==> src/rtl/contador_controlador_pkg.sv <==
// Shared types and defaults for the contador_controlador run controller.
// Holds the FSM state encoding and the default counter / wrap widths.
package contador_controlador_pkg;

  localparam int WIDTH_DEF  = 4;
  localparam int WRAP_W_DEF = 8;

  typedef enum logic [2:0] {
    ST_IDLE  = 3'd0,
    ST_CLEAR = 3'd1,
    ST_RUN   = 3'd2,
    ST_PAUSE = 3'd3,
    ST_DONE  = 3'd4
  } state_t;

endpackage

==> src/rtl/contador_controlador_if.sv <==
// Control/status bundle between the register logic (master) and the run controller (slave).
// The counter-facing signals (count_i, cnt_en, cnt_clr) travel on the same bundle.
interface contador_controlador_if #(
  parameter int WIDTH  = contador_controlador_pkg::WIDTH_DEF,
  parameter int WRAP_W = contador_controlador_pkg::WRAP_W_DEF
);

  logic              start;
  logic              pause;
  logic              resume;
  logic              abort;
  logic              periodic;
  logic [WIDTH-1:0]  limit;
  logic [WIDTH-1:0]  count_i;
  logic              cnt_en;
  logic              cnt_clr;
  logic              busy;
  logic              done;
  logic              err;
  logic [WRAP_W-1:0] wraps;
  logic              stall;

  modport slave (
    input  start, pause, resume, abort, periodic, limit, count_i,
    output cnt_en, cnt_clr, busy, done, err, wraps, stall
  );

  modport master (
    output start, pause, resume, abort, periodic, limit, count_i,
    input  cnt_en, cnt_clr, busy, done, err, wraps, stall
  );

endinterface

==> src/rtl/contador_controlador.sv <==
// Run controller for a WIDTH-bit counter: clear, count to a latched limit, stop or repeat.
// Optional stuck-counter watchdog enabled by defining CONTADOR_CTRL_WATCHDOG_EN.
module contador_controlador
  import contador_controlador_pkg::*;
#(
  parameter int WIDTH  = WIDTH_DEF,
  parameter int WRAP_W = WRAP_W_DEF
) (
  input  logic                    clk,
  input  logic                    rst_n,
  contador_controlador_if.slave   bus
);

  state_t            r_state;
  state_t            w_next_state;
  logic [WIDTH-1:0]  r_limit_q;
  logic              r_periodic_q;
  logic              r_done;
  logic              r_err;
  logic [WRAP_W-1:0] r_wraps;

  logic w_terminal;
  logic w_start_ok;
  logic w_start_bad;
  logic w_period_end;
  logic w_cnt_en;
  logic w_cnt_clr;
  logic w_busy;

  assign w_terminal   = (bus.count_i == r_limit_q);
  assign w_start_ok   = (r_state == ST_IDLE) && bus.start && !bus.abort && (bus.limit != '0);
  assign w_start_bad  = (r_state == ST_IDLE) && bus.start && !bus.abort && (bus.limit == '0);
  // Abort on the terminal cycle discards the period: no done, no wrap increment.
  assign w_period_end = (r_state == ST_RUN) && w_terminal && !bus.abort;

  always_ff @(posedge clk or negedge rst_n) begin
    if (!rst_n) begin
      r_state <= ST_IDLE;
    end else begin
      // NOTE: sequential state is updated with non-blocking assignments so every
      // register samples pre-edge values regardless of process ordering.
      r_state <= w_next_state;
    end
  end

  always_comb begin
    // NOTE: default assignment first so no path leaves w_next_state unassigned (no latch).
    w_next_state = r_state;
    if (bus.abort) begin
      w_next_state = ST_IDLE;
    end else begin
      case (r_state)
        ST_IDLE:  if (w_start_ok) w_next_state = ST_CLEAR;
        ST_CLEAR: w_next_state = ST_RUN;
        ST_RUN: begin
          if (w_terminal)     w_next_state = r_periodic_q ? ST_CLEAR : ST_DONE;
          else if (bus.pause) w_next_state = ST_PAUSE;
        end
        ST_PAUSE: if (bus.resume) w_next_state = ST_RUN;
        ST_DONE:  w_next_state = ST_IDLE;
        default:  w_next_state = ST_IDLE;
      endcase
    end
  end

  always_comb begin
    w_cnt_en  = 1'b0;
    w_cnt_clr = 1'b0;
    w_busy    = 1'b0;
    case (r_state)
      ST_CLEAR: begin w_cnt_clr = 1'b1; w_busy = 1'b1; end
      ST_RUN:   begin w_cnt_en = !w_terminal; w_busy = 1'b1; end
      ST_PAUSE: w_busy = 1'b1;
      default:  ;
    endcase
  end

  always_ff @(posedge clk or negedge rst_n) begin
    if (!rst_n) begin
      r_limit_q    <= '0;
      r_periodic_q <= 1'b0;
      r_done       <= 1'b0;
      r_err        <= 1'b0;
      r_wraps      <= '0;
    end else begin
      r_done <= w_period_end;
      r_err  <= w_start_bad;
      if (w_start_ok) begin
        r_limit_q    <= bus.limit;
        r_periodic_q <= bus.periodic;
        r_wraps      <= '0;
      end else if (w_period_end) begin
        r_wraps <= r_wraps + WRAP_W'(1);
      end
    end
  end

`ifdef CONTADOR_CTRL_WATCHDOG_EN
  logic [WIDTH-1:0] r_prev_count;
  logic             r_prev_en;
  logic             r_stall;
  logic [WIDTH-1:0] w_prev_inc;

  assign w_prev_inc = r_prev_count + WIDTH'(1);

  // A cycle after enabling, the counter must have advanced by exactly one.
  always_ff @(posedge clk or negedge rst_n) begin
    if (!rst_n) begin
      r_prev_count <= '0;
      r_prev_en    <= 1'b0;
      r_stall      <= 1'b0;
    end else begin
      r_prev_count <= bus.count_i;
      r_prev_en    <= w_cnt_en;
      if (w_start_ok)
        r_stall <= 1'b0;
      else if ((r_state == ST_RUN) && r_prev_en && (bus.count_i != w_prev_inc))
        r_stall <= 1'b1;
    end
  end

  assign bus.stall = r_stall;
`else
  assign bus.stall = 1'b0;
`endif

  assign bus.cnt_en  = w_cnt_en;
  assign bus.cnt_clr = w_cnt_clr;
  assign bus.busy    = w_busy;
  assign bus.done    = r_done;
  assign bus.err     = r_err;
  assign bus.wraps   = r_wraps;

endmodule

==> src/flat_wrapper.sv <==
// flat-port wrapper written by rule: the top's interface ports become plain ports
module contador_controlador_flat import contador_controlador_pkg::*;
#(
  parameter int WIDTH  = WIDTH_DEF,
  parameter int WRAP_W = WRAP_W_DEF
)
  (clk, rst_n, bus_start, bus_pause, bus_resume, bus_abort, bus_periodic, bus_limit, bus_count_i, bus_cnt_en, bus_cnt_clr, bus_busy, bus_done, bus_err, bus_wraps, bus_stall);
  contador_controlador_if #(.WIDTH(WIDTH), .WRAP_W(WRAP_W)) bus_i ();
  input  logic clk;
  input  logic rst_n;
  input wire logic [$bits(bus_i.start)-1:0] bus_start;
  input wire logic [$bits(bus_i.pause)-1:0] bus_pause;
  input wire logic [$bits(bus_i.resume)-1:0] bus_resume;
  input wire logic [$bits(bus_i.abort)-1:0] bus_abort;
  input wire logic [$bits(bus_i.periodic)-1:0] bus_periodic;
  input wire logic [$bits(bus_i.limit)-1:0] bus_limit;
  input wire logic [$bits(bus_i.count_i)-1:0] bus_count_i;
  output wire logic [$bits(bus_i.cnt_en)-1:0] bus_cnt_en;
  output wire logic [$bits(bus_i.cnt_clr)-1:0] bus_cnt_clr;
  output wire logic [$bits(bus_i.busy)-1:0] bus_busy;
  output wire logic [$bits(bus_i.done)-1:0] bus_done;
  output wire logic [$bits(bus_i.err)-1:0] bus_err;
  output wire logic [$bits(bus_i.wraps)-1:0] bus_wraps;
  output wire logic [$bits(bus_i.stall)-1:0] bus_stall;
  assign bus_i.start = bus_start;
  assign bus_i.pause = bus_pause;
  assign bus_i.resume = bus_resume;
  assign bus_i.abort = bus_abort;
  assign bus_i.periodic = bus_periodic;
  assign bus_i.limit = bus_limit;
  assign bus_i.count_i = bus_count_i;
  assign bus_cnt_en = bus_i.cnt_en;
  assign bus_cnt_clr = bus_i.cnt_clr;
  assign bus_busy = bus_i.busy;
  assign bus_done = bus_i.done;
  assign bus_err = bus_i.err;
  assign bus_wraps = bus_i.wraps;
  assign bus_stall = bus_i.stall;
  contador_controlador #(.WIDTH(WIDTH), .WRAP_W(WRAP_W)) u_core (.clk(clk), .rst_n(rst_n), .bus(bus_i));
endmodule
==> config.mk <==
export PLATFORM = sky130hd
export DESIGN_NAME = contador_controlador_flat
export DESIGN_NICKNAME = d
export VERILOG_FILES = /design/src/rtl/contador_controlador_pkg.sv /design/src/rtl/contador_controlador_if.sv /design/src/rtl/contador_controlador.sv /design/src/flat_wrapper.sv
export SDC_FILE = /design/constraint.sdc
export NUM_CORES = 1
export LEC_CHECK = 0
export CORE_UTILIZATION = 40
export CTS_BUF_LIST = sky130_fd_sc_hd__clkbuf_16
export DETAILED_ROUTE_END_ITERATION = 8
export PLACE_DENSITY = 0.8
export SYNTH_ARGS = -nofsm -noshare
export SYNTH_HDL_FRONTEND = slang
export SYNTH_SLANG_ARGS = --single-unit
==> constraint.sdc <==
create_clock -name clk -period 1.75 [get_ports clk]
set_clock_uncertainty 0.2 [all_clocks]
set_input_delay 0.35 -clock clk [delete_from_list [all_inputs] [get_ports clk]]
set_output_delay 0.35 -clock clk [all_outputs]
set_load 0.01 [all_outputs]
* Word-level counts from Yosys, hierarchy flattened *
Index checks and enable logic that the tools add are counted.

storage, ports and cells
  register bits = 18
  logic and storage cells = 40

cells by class
  eq/ne operators = 7
  $add $sub $neg = 1
  reduce and logical (&&, ||, !) cells = 14
  mux-type cells = 12

operators by type and width
  cell                                                 number
  two-way mux 3 bit                                    6
  two-way mux 8 bit                                    2
  case mux 3 bit (4 select lines)                      1
  adder 8 x 1 -> 8 bit, second input constant          1
  equality test 3 x 2 -> 1 bit, second input constant  2
  logical AND 1 bit                                    6
  equality test 4 bit                                  1
  zero test 4 bit                                      1
  != test 4 x 3 -> 1 bit, second input constant        1
  nonzero test 4 bit                                   1
  equality test 3 x 1 -> 1 bit, second input constant  1
  zero test 3 bit                                      1
  two-way mux 1 bit                                    3
  != test 3 x 2 -> 1 bit, second input constant        1
  != test 3 bit, second input constant                 1
  AND reduction 3 bit                                  1
  OR reduction 3 bit                                   1
  zero test 1 bit                                      2
  nonzero test 2 bit                                   1

* Longest topological paths before layout *
  depth in word-level cells = 7
  depth in mapped cells = 6
  mapped depth without buffers = 5

* Least setup slack after synthesis *
Ideal clock, no wire load.

  path kind = register -> register
  from = register u_core.r_wraps[2] (netlist: u_core.bus.wraps[2])
  to = register u_core.r_wraps[7] (netlist: u_core.bus.wraps[7])
  setup slack = 81 ps
  stages on the path, launching flop included = 5
  data required time = 1472 ps
  period minus slack after synthesis = 1669 ps
  arrival = 1391 ps
  cells stage by stage = dfrtp_1 > nand4_1 > or2_1 > or4_1 > a21oi_1

on the way
  longest elaborated chain between the ends = 3

ends and longest elaborated chain
  what                      RTL line                    RTL
  start: declaration        contador_controlador.sv:20  logic [WRAP_W-1:0] r_wraps;
  start signal: assignment  contador_controlador.sv:93  r_wraps <= r_wraps + WRAP_W'(1);
  adder 8 x 1 -> 8 bit      contador_controlador.sv:93
  two-way mux 8 bit         contador_controlador.sv:92  end else if (w_period_end) begin
  two-way mux 8 bit         contador_controlador.sv:88  if (w_start_ok) begin

No other way between the ends. The select of a mux whose other input is x is not followed.
A chain may end at the register's enable or synchronous reset.

* Worst setup path in the final report *
  from = register u_core.r_limit_q[3]
  to = register u_core.r_wraps[3] (netlist: u_core.bus.wraps[3])

on the way
  longest elaborated chain between the ends = 4

ends and longest elaborated chain
  what                            RTL line                    RTL
  start: declaration              contador_controlador.sv:16  logic [WIDTH-1:0] r_limit_q;
  start signal: assignment        contador_controlador.sv:89  r_limit_q <= bus.limit;
  equality test 4 bit             contador_controlador.sv:30  assign w_terminal = (bus.count_i == r_limit_q);
  logical AND 1 bit (2 in a row)  contador_controlador.sv:34  assign w_period_end = (r_state == ST_RUN) && w_terminal && !bus.abort;
  nonzero test 2 bit (no line)    n/a

No other way between the ends.

==> results.cfg <==
[routing]
detailedRoute.firstPassIterationCount = 4
via_per_inst = 5.35
initialDrtViolationCount = 12
wl_per_cell_um = 14.7
vias = 909
wl_um = 2500
antenna_left = 0
drc_errors = 0

[critical_path]
crit_path_max_fanout = 6
startpoint_type = register
path_delay_family = simple AND/OR/NAND/NOR gates
critical_path_class = register to register
crit_chain = xnor2_1 -> nand4_1 -> buf_6 -> or4_4 -> a21oi_2
critPathRequiredTime_ps = 1730
crit_path_end_kind = register
cp_num_buf_inv = 1
cp_slowest_cell = or4_4
cp_slowest_stage_delay_ps = 510
cp.arrival_ps = 1840

[logic_synthesis]
synthesis.nets = 108
synth.ff_latch_count = 18
mappedNetlistArea_um2 = 923
yosysSeqAreaShare_pct = 48.8
syn_inst = 92
syn_area_per_cell_um2 = 10.0
ys_types = 35
yosysWarnings = 0

[hold_path]
hp-class = input port to register

[layout]
drive_above_1_share_pct = 34.5
diodes = 0
fin_area_um2 = 1550
layout.cells.non_filler = 170
area_growth_pct = 67.6
final_nets = 160
final_cell_mix = buf_4, dfrtp_1, clkdlybuf4s50_1
seq_area_um2 = 452
multi_input_area_um2 = 514
final_common_cell = buf_4
utilization_pct = 70.6
n_fill_cell = 167

[clock_tree]
cts_tree = done
root_buffer = clkbuf_16
cts.path.max_buffers = 2
clkSinkCount = 18
cts_max_level = 1
cts_buffers = 3
clock_latency_ps = 250
path_clk_slew_ps = 50

[global_route]
grt_start_max_net_pins = 19
grt_usage_pct = 22.4
grt_remaining_overflow = 0
grt_pass1_vias = 911
antenna_found_initial = 0
grt_first_pass_wirelength_um = 4000

[timing]
rsz0062_at_grt = yes
setup_violations = 9
clock.fmax_mhz = 538
finalHoldViolCount = 0
setup-tns-final_ps = -546
finalCriticalPeriod_ps = 1860
hold_ws_ps = 181
fin_crit_sh_pct = 106
drv_slew = 0
finalWorstSetupSlack_ps = -109

[floorplan]
die_h_um = 50.0
chipWidth_um = 50.0
core_area_um2 = 2190
fp-row-count = 17
initial_core_util_pct = 42.1
die_area_um2 = 2500
ioPinCount = 29

[pwr]
leakage_nw = 0.786
power.total_mw = 1.61
p_per_area_nw_per_um2 = 1040
ir_worst_vdd_v = 0.000704

[status]
violations = negative setup slack
status = complete, but fails checks

[place]
place.gp.congestion = 0.808
dp_slack_ps = -526
dpl_cell_area_um2 = 1330
hpwl_um = 1680
place_inst = 159
portBuffers = 27

[run]
maxCapViolations = 0
## Yosys cell counts (all sizes together)
library cell	number	area [um2]
a211oi	1	7.51
a21boi	1	7.51
a21oi	6	30.0
a22o	4	35.0
and2	1	6.26
and3	1	6.26
buf	2	12.5
clkbuf	1	3.75
conb	1	3.75
dfrtp	18	450
ha	1	12.5
inv	4	15.0
mux2i	1	10.0
nand2	7	26.3
nand2b	2	12.5
nand3	3	15.0
nand3b	1	7.51
nand4	3	18.8
nand4b	1	8.76
nor2	4	15.0
nor2b	2	12.5
nor3	1	5.00
nor3b	2	26.3
o211ai	1	7.51
o21ai	3	15.0
o2bb2ai	1	8.76
o31ai	5	37.5
or2	2	12.5
or2b	1	7.51
or3	1	6.26
or4	6	45.0
xnor2	4	35.0
## path summary, 6_finish.rpt
kind,start,end,slack [ps],cells past startpoint
setup / recovery,u_core.r_limit_q[3],u_core.bus.wraps[3],-110,5
hold / removal,bus_limit[1],u_core.r_limit_q[1],180,2
setup reg to reg,u_core.r_limit_q[3],u_core.bus.wraps[3],-110,5
hold reg to reg,u_core.r_periodic_q,u_core.r_state[2],250,1
max in group asynchronous,rst_n,u_core.r_state[2],900,2
min in group asynchronous,rst_n,u_core.bus.wraps[4],240,2
## report_power, final
group	switching [mW]	internal, mW	total, mW	leakage, nW
combinational	0.280	0.325	0.605	0.509
sequential	0.0597	0.496	0.556	0.240
clock	0.151	0.301	0.452	0.0370
## registers in the layout, summed over array words and instances, names as in the netlist
name / flops
u_core.bus.wraps: 8
u_core.r_limit_q: 4
u_core.r_state: 3
u_core.bus.done: 1
u_core.bus.err: 1
u_core.r_periodic_q: 1
## cell families (layout without fill, tap and decap cells)
logic type,after synthesis,after routing,synth area share (%)
and+or+nand+nor,38,38,25.1
AOI/OAI and AO/OA,22,22,16.1
DFF,18,18,48.8
buffers and inverters,7,57,3.39
xor gates and xnor gates,4,4,3.79
adders and majority gates,1,1,1.35
other,1,1,0.406
muxes,1,1,1.08
## layer usage
| layer | wire length (um) | GRT usage [%] |
|---|---|---|
| met5 | 0 | 0 |
| met4 | 23 | 11.4 |
| met3 | 86 | 4.94 |
| met2 | 1380 | 39.3 |
| met1 | 1010 | 24.8 |
## cell type report
type,count,share of cell area [%]
inverters,4,0.970
multi-input cells,67,33.2
clock buffers,3,4.85
flip-flops and latches,18,29.2
well taps,28,2.26
repair buffers,50,29.5
## timing repair
| item | 4_1_cts | 5_1_grt |
|---|---|---|
| gates resized for setup | 27 | 23 |
| pin swaps | 14 | 5 |
| endpoints found under the setup margin | 22 | 22 |
| gates cloned | 1 | 0 |
| setup buffers | 7 | 0 |
| hold buffers | 0 | 0 |
(Power assumes the default switching activity.)
